<file path="config.mk">
export PLATFORM = sky130hd
export DESIGN_NAME = parking_ctrl_n
export DESIGN_NICKNAME = d
export VERILOG_FILES = /design/src/rtl/parking_ctrl_n.sv
export SDC_FILE = /design/constraint.sdc
export NUM_CORES = 1
export LEC_CHECK = 0
export CAP_MARGIN = 0
export CORE_MARGIN = 2
export CORE_UTILIZATION = 39
export DETAILED_ROUTE_END_ITERATION = 16
export GPL_ROUTABILITY_DRIVEN = 0
export PLACE_DENSITY_LB_ADDON = 0.15
export RECOVER_POWER = 25
export SLEW_MARGIN = 10
export SYNTH_ARGS = -nofsm -noshare
export SYNTH_HDL_FRONTEND = slang
export SYNTH_SLANG_ARGS = --single-unit
</file>
<file path="constraint.sdc">
create_clock -name clk -period 1.6 [get_ports clk]
set_input_delay 0.32 -clock clk [delete_from_list [all_inputs] [get_ports clk]]
set_output_delay 0.32 -clock clk [all_outputs]
set_load 0.1 [all_outputs]
</file>
<file path="src/rtl/parking_ctrl_n.sv">
// Parking-lot controller: occupancy bitmap, lowest-free-spot allocation, timed door/blink sequence.
// Optional `PARK_STATS_EN` adds saturating entry/reject counters (entry_total, reject_total).
module parking_ctrl_n #(
  parameter  int N_SPOTS     = 4,
  parameter  int BLINK_HALF  = 2,
  parameter  int BLINK_COUNT = 3,
  localparam int SPOT_W      = (N_SPOTS > 1) ? $clog2(N_SPOTS) : 1,
  localparam int CNT_W       = $clog2(N_SPOTS + 1)
) (
  input  logic                clk,
  input  logic                reset,
  input  logic                enter,
  input  logic                exit,
  input  logic [SPOT_W-1:0]   exit_spot,
  output logic                door_open,
  output logic                blink_led,
  output logic                is_full,
  output logic [CNT_W-1:0]    free_count,
  output logic [SPOT_W-1:0]   next_spot,
  output logic                next_valid,
  output logic [N_SPOTS-1:0]  occupancy,
  output logic                reject,
  output logic                exit_err
`ifdef PARK_STATS_EN
  ,
  output logic [15:0]         entry_total,
  output logic [15:0]         reject_total
`endif
);

  localparam int TOTAL  = 2 * BLINK_HALF * BLINK_COUNT;
  localparam int CYC_W  = (TOTAL > 1) ? $clog2(TOTAL) : 1;
  localparam int HALF_W = (BLINK_HALF > 1) ? $clog2(BLINK_HALF) : 1;
  localparam logic [CYC_W-1:0]  CYC_LAST  = CYC_W'(TOTAL - 1);
  localparam logic [HALF_W-1:0] HALF_LAST = HALF_W'(BLINK_HALF - 1);
  localparam logic [CNT_W-1:0]  N_CNT     = CNT_W'(N_SPOTS);

  typedef enum logic [1:0] {
    S_IDLE = 2'd0,
    S_OPEN = 2'd1,
    S_HOLD = 2'd2
  } state_t;

  state_t              r_state, w_state_next;
  logic [N_SPOTS-1:0]  r_occ, w_occ_next;
  logic                r_door, w_door_next;
  logic                r_blink, w_blink_next;
  logic                r_reject, w_reject_next;
  logic                r_exit_err, w_exit_err_next;
  logic [CYC_W-1:0]    r_cycle, w_cycle_next;
  logic [HALF_W-1:0]   r_half, w_half_next;

  logic                w_full;
  logic [CNT_W-1:0]    w_pop;
  logic [SPOT_W-1:0]   w_next_spot;
  logic                w_found;
  logic [N_SPOTS-1:0]  w_alloc_mask;
  logic [N_SPOTS-1:0]  w_exit_mask;
  logic                w_exit_hit;
  logic                w_accept_enter;
  logic                w_reject_evt;

  // Decode exit_spot to a one-hot mask; indices >= N_SPOTS decode to zero.
  genvar gi;
  generate
    for (gi = 0; gi < N_SPOTS; gi++) begin : g_exit_dec
      assign w_exit_mask[gi] = (exit_spot == SPOT_W'(gi));
    end
  endgenerate

  assign w_exit_hit   = |(w_exit_mask & r_occ);
  assign w_full       = &r_occ;
  // Lowest clear bit of the bitmap, isolated by the add-one carry trick.
  assign w_alloc_mask = ~r_occ & (r_occ + N_SPOTS'(1));

  always_comb begin
    w_pop = '0;
    for (int i = 0; i < N_SPOTS; i++) begin
      w_pop = w_pop + CNT_W'(r_occ[i]);
    end
  end

  always_comb begin
    w_next_spot = '0;
    w_found     = 1'b0;
    for (int i = 0; i < N_SPOTS; i++) begin
      if (!w_found && !r_occ[i]) begin
        w_next_spot = SPOT_W'(i);
        w_found     = 1'b1;
      end
    end
  end

  assign w_accept_enter = (r_state == S_IDLE) && enter && !exit && !w_full;
  assign w_reject_evt   = (r_state == S_IDLE) && enter && !exit && w_full;

  always_ff @(posedge clk or negedge reset) begin
    if (!reset) begin
      r_state    <= S_IDLE;
      r_occ      <= '0;
      r_door     <= 1'b0;
      r_blink    <= 1'b0;
      r_reject   <= 1'b0;
      r_exit_err <= 1'b0;
      r_cycle    <= '0;
      r_half     <= '0;
    end else begin
      r_state    <= w_state_next;
      r_occ      <= w_occ_next;
      r_door     <= w_door_next;
      r_blink    <= w_blink_next;
      r_reject   <= w_reject_next;
      r_exit_err <= w_exit_err_next;
      r_cycle    <= w_cycle_next;
      r_half     <= w_half_next;
    end
  end

  always_comb begin
    w_state_next    = r_state;
    w_occ_next      = r_occ;
    w_door_next     = r_door;
    w_blink_next    = r_blink;
    w_cycle_next    = r_cycle;
    w_half_next     = r_half;
    w_reject_next   = 1'b0;
    w_exit_err_next = 1'b0;

    case (r_state)
      S_IDLE: begin
        if (enter && !exit) begin
          if (!w_full) begin
            w_occ_next   = r_occ | w_alloc_mask;
            w_door_next  = 1'b1;
            w_blink_next = 1'b1;
            w_cycle_next = '0;
            w_half_next  = '0;
            w_state_next = S_OPEN;
          end else begin
            w_reject_next = 1'b1;
            w_state_next  = S_HOLD;
          end
        end else if (exit && !enter) begin
          if (w_exit_hit) begin
            w_occ_next   = r_occ & ~w_exit_mask;
            w_door_next  = 1'b1;
            w_blink_next = 1'b1;
            w_cycle_next = '0;
            w_half_next  = '0;
            w_state_next = S_OPEN;
          end else begin
            w_exit_err_next = 1'b1;
            w_state_next    = S_HOLD;
          end
        end
      end

      S_OPEN: begin
        if (r_cycle == CYC_LAST) begin
          w_door_next  = 1'b0;
          w_blink_next = 1'b0;
          w_cycle_next = '0;
          w_half_next  = '0;
          w_state_next = S_HOLD;
        end else begin
          w_cycle_next = r_cycle + CYC_W'(1);
          if (r_half == HALF_LAST) begin
            w_half_next  = '0;
            w_blink_next = ~r_blink;
          end else begin
            w_half_next = r_half + HALF_W'(1);
          end
        end
      end

      // Wait for both buttons to be released so a held button yields one event.
      S_HOLD: begin
        if (!enter && !exit) begin
          w_state_next = S_IDLE;
        end
      end

      default: begin
        w_state_next = S_IDLE;
      end
    endcase
  end

  assign door_open  = r_door;
  assign blink_led  = r_blink;
  assign occupancy  = r_occ;
  assign reject     = r_reject;
  assign exit_err   = r_exit_err;
  assign is_full    = w_full;
  assign next_valid = ~w_full;
  assign next_spot  = w_next_spot;
  assign free_count = N_CNT - w_pop;

`ifdef PARK_STATS_EN
  logic [15:0] r_entry_total;
  logic [15:0] r_reject_total;

  always_ff @(posedge clk or negedge reset) begin
    if (!reset) begin
      r_entry_total  <= '0;
      r_reject_total <= '0;
    end else begin
      if (w_accept_enter && (r_entry_total != 16'hFFFF)) begin
        r_entry_total <= r_entry_total + 16'd1;
      end
      if (w_reject_evt && (r_reject_total != 16'hFFFF)) begin
        r_reject_total <= r_reject_total + 16'd1;
      end
    end
  end

  assign entry_total  = r_entry_total;
  assign reject_total = r_reject_total;
`endif

endmodule

</file>
======== After elaboration in Yosys (flattened, before gate mapping) ========
Cells that the tools add are included.
word-level totals
  register bits ........................... 15
  input port bits ......................... 6
  output and inout port bits .............. 15
  word-level logic and storage cells ...... 107
operators by class
  add/sub/neg operators ................... 7
  eq/ne operators ......................... 13
  muxes and demuxes ....................... 46
  bitwise operators ....................... 8
  reduce and logical (&&, ||, !) cells .... 25
operators with widths
  kind                                            count
  two-way mux 4 bit                               9
  two-way mux 1 bit                               24
  two-way mux 2 bit                               8
  AND 4 bit                                       3
  AND reduction 4 bit                             3
  AND reduction 5 bit                             2
  adder 4 x 1 -> 4 bit (second input constant)    2
  NOT 4 bit                                       2
  case mux 4 bit (2 select lines)                 1
  zero test 1 bit                                 7
  == test 2 bit (second input constant)           3
  logical AND 1 bit                               6
  != test 2 bit (second input constant)           3
  != test 3 bit (second input constant)           2
  case mux 1 bit (2 select lines)                 3
  case mux 2 bit (3 select lines)                 1
  nonzero test 2 bit                              3
  == test 2 x 1 -> 1 bit (second input constant)  2
  == test 4 bit (second input constant)           1
  zero test 2 bit                                 2
  OR 4 bit                                        1
  OR reduction 4 bit                              1
  adder 2 x 1 -> 3 bit                            1
  adder 3 x 1 -> 3 bit                            1
  other kinds (7)                                 8

======== Logic depth before layout (Yosys ltp) ========
Gate-level depths: netlist of run 1.
  word-level depth ........................ 9
  gate-level depth with buffers ........... 8
  mapped depth without buffers ............ 6

======== Least setup slack after synthesis of run 1 ========
No wires, ideal clock.
  path type ............................... register to output
  from .................................... reg r_occ[0], in the netlist occupancy[0]
  to ...................................... out next_spot[1]
  arrival ................................. 3.471 ns
  data required time ...................... 1.280 ns
  setup slack ............................. -2.191 ns
  cell stages (with the launch flop) ...... 3
  cell sequence ........................... dfrtp_1 inv_1 a211oi_1
on the way
  word-level cells in the longest chain between the ends .. 8
  elaborated cells between the ends (all ways) .. 10
ends and longest elaborated chain
  item                                                    RTL line  RTL
  from (decl)                                             45        logic [N_SPOTS-1:0] r_occ, w_occ_next;
  from (signal assigned)                                  109       r_occ <= w_occ_next;
  two-way mux 1 bit or logical AND 1 bit (tied branches)  87        if (!w_found && !r_occ[i]) begin
  two-way mux 1 bit (*)                                   87
  zero test 1 bit                                         87
  logical AND 1 bit                                       87
  two-way mux 1 bit                                       87
  zero test 1 bit                                         87
  logical AND 1 bit                                       87
  two-way mux 2 bit (*)                                   87
  to (decl)                                               19        output logic [SPOT_W-1:0] next_spot,
Mark *: on every way between the ends. The rest lies on a longest branch, timed or not.

======== Worst setup path after layout of run 1 ========
  from .................................... reg r_occ[1], in the netlist occupancy[1]
  to ...................................... out free_count[1]
on the way
  word-level cells in the longest chain between the ends .. 4
ends and longest elaborated chain
  item                  RTL line  RTL
  adder 1 x 1 -> 2 bit  79        w_pop = w_pop + CNT_W'(r_occ[i]);
  adder 2 x 1 -> 3 bit  79
  adder 3 x 1 -> 3 bit  79
  subtractor 3 bit      197       assign free_count = N_CNT - w_pop;
  to (decl)             18        output logic [CNT_W-1:0] free_count,
No other way between the ends.

==> metrics.txt, run 1 <==
Post-Synth XOR/XNOR Area 0; GRT Total Usage 0.199; failing checks setup timing; Adder-Cell Fraction of Synth Area 0.114; Starting Density 0.419; Pins Over Slew Limit 0; Mean Syn Cell Area 9.64 um^2; I/O pin count 21; mux contribution to synthesized area 0.0424; post-route ant nets 0; most common flop cell mapped by yosys dfrtp_1; clock latency on the worst-skew pair 280 ps; filler cell count 157; Reg2Reg Setup Slack -120 ps; cts bufs inserted 3; via count 888; Mapped Area 945 um^2; syn nets 112; H-Tree Depth 1; GRT overflow 0; clk sink count 15; crit path kind flip-flop to output port; CTS clock-pin slew for the worst setup and hold paths 80 ps; CP arrival 1960 ps; Cell variety after synth 35; CTS tree yes; n_diodes 0; fin crit share 1.43; hold violation count in the final report 0; Final Setup Violations 14; run status finished, violations left; fraction of registers with async set/reset 1.00; layout cells sized above 1 0.496; Syn Inst Count 98; Die ar. 2830 um^2; CTS root buffer clkbuf_4; max cap viols 0; initial antenna violation count 0; area growth from synthesis to layout 76.6%; RSZ-0062 raised after global routing yes; max frequency 438 MHz; Post-DP HPWL 1790 um; port bufs 20; clk_skew 3.48 ps; Setup crit start kind flip-flop; largest family of logic cells by synthesized area compound AO/OA/AOI/OAI gates; final wirelength 2400 um; Max-Slew Margin vs Limit 0.487; Final WS setup -682 ps; HP Class flip-flop to flip-flop; die width 53.2 um; NumNets Final 156; router iterations before antenna repair 4; Die Y 53.2 um; setup_tns -2850 ps; flops & latches, synth 15; sequential element share of the synthesized area 0.397; vias in the first global route 906; vias per cell 5.25; Core Box Area 2250 um^2; Clock Tree Buf Depth 2; placed cells 161; # rows 17; fin cells 169; first-pass GRT wire length 4000 um; Critical Path RT 1280 ps; largest fanout on the critical path 2; fin crit period 2280 ps; YS warnings 0; Synth Area in Compound Gates 0.199; DR iter-0 viols 6; DR WL/cell 14.2 um; largest net degree at the start of global routing 16; EDFF count, synth 0; Slew @ Worst Pin 770 ps; CP endpoint kind output port; Simple-Gate Fraction of Synth Area 0.170; DRC Markers 0
## sequential cells by signal, indices dropped and copies added (netlist names)
signal and flops:
occupancy 4, r_cycle 4, blink_led 1, door_open 1, reject 1, exit_err 1
r_half 1, r_state 2
## kinds of logic after synthesis
logic type,count (synthesis)
flip-flops,15
AND/OR/NAND/NOR,29
buffers and inverters,19
AO/OA/AOI/OAI,23
multiplexers,4
adder cells (fa/ha/maj),8
## cell usage in the layout (no fill, tap or decap), types with 4 or more instances in the layout
cell      n
buf_12   15
buf_4    15
dfrtp_1  11
inv_1     9
nor2_1    5
buf_6     5
inv_2     4
mux2i_1   4
dfrtp_4   4
## critical path, stage by stage, from the launching register on
cell     delay (ps)
dfrtp_4         490
fa_1            560
inv_2            50
ha_4            150
ha_4            260
buf_12          160
## final timing paths
| kind | startpoint | cells after the start | endpoint |
|---|---|---|---|
| max | occupancy[1] | 5 | free_count[1] |
| min | r_cycle[0] | 1 | r_cycle[0] |
| max reg2reg | occupancy[3] | 6 | occupancy[3] |
| min reg2reg | r_cycle[0] | 1 | r_cycle[0] |
| max in group asynchronous | reset | 2 | occupancy[0] |
| min in group asynchronous | reset | 2 | r_cycle[1] |
## synthesized netlist by cell type (2+ instances only)
cell type   n  area share
a21oi_1     5       0.026
a31oi_1     2       0.013
a41o_1      2       0.021
buf_2       2       0.011
dfrtp_1    15        0.40
ha_1        7       0.093
inv_1      16       0.064
mux2i_1     4       0.042
nand2_1     4       0.016
nand2b_1    3       0.020
nand3_1     4       0.021
nor2_1      6       0.024
nor2b_1     2       0.013
nor3_1      3       0.016
o21ai_0     3       0.016
## repair_timing
item / CTS / global route
cloned: 0 / 0
buffers inserted: 2 / 5
resized for setup: 18 / 18
hold buffers: 0 / 0
pin swaps: 3 / 3
setup endpoints to repair: 21 / 19
## layout make-up
class / count / area, um^2 / area share
clock buffer: 4 / 26.3 / 0.0158
inverter: 16 / 67.6 / 0.0405
multi-input combinational: 64 / 613 / 0.368
tap: 28 / 35.0 / 0.0210
timing repair buffer: 42 / 536 / 0.321
sequential: 15 / 390 / 0.234
## metal layers
metal  global-route usage  part of all wire
met1                0.236              0.39
met5                    0                 0
met4               0.0641            0.0088
met3               0.0508             0.041
met2                0.346              0.56
## through the flow
stage	hold slack (ps)	utilization	area [um^2]	setup slack, ps
final	505	0.740	1670	-682
after global routing	509	0.740	1670	-740
after detailed placement	482	0.671	1510	-554
after global placement	477	0.671	1510	-476
after floorplan	24.4	-	1010	-558
after CTS	353	0.701	1580	-692
Power of run 1 is not shown: default switching activity piles up to over one toggle a cycle in this logic, so the estimate is an artifact.
==> inputs of run 2 (changes only) <==
SLEW_MARGIN = not set   (was 10)
==> results of run 2 <==
Same layout as run 1: the final DEF is identical, and so are final timing and power.
Power of run 2 is left out for the same reason.
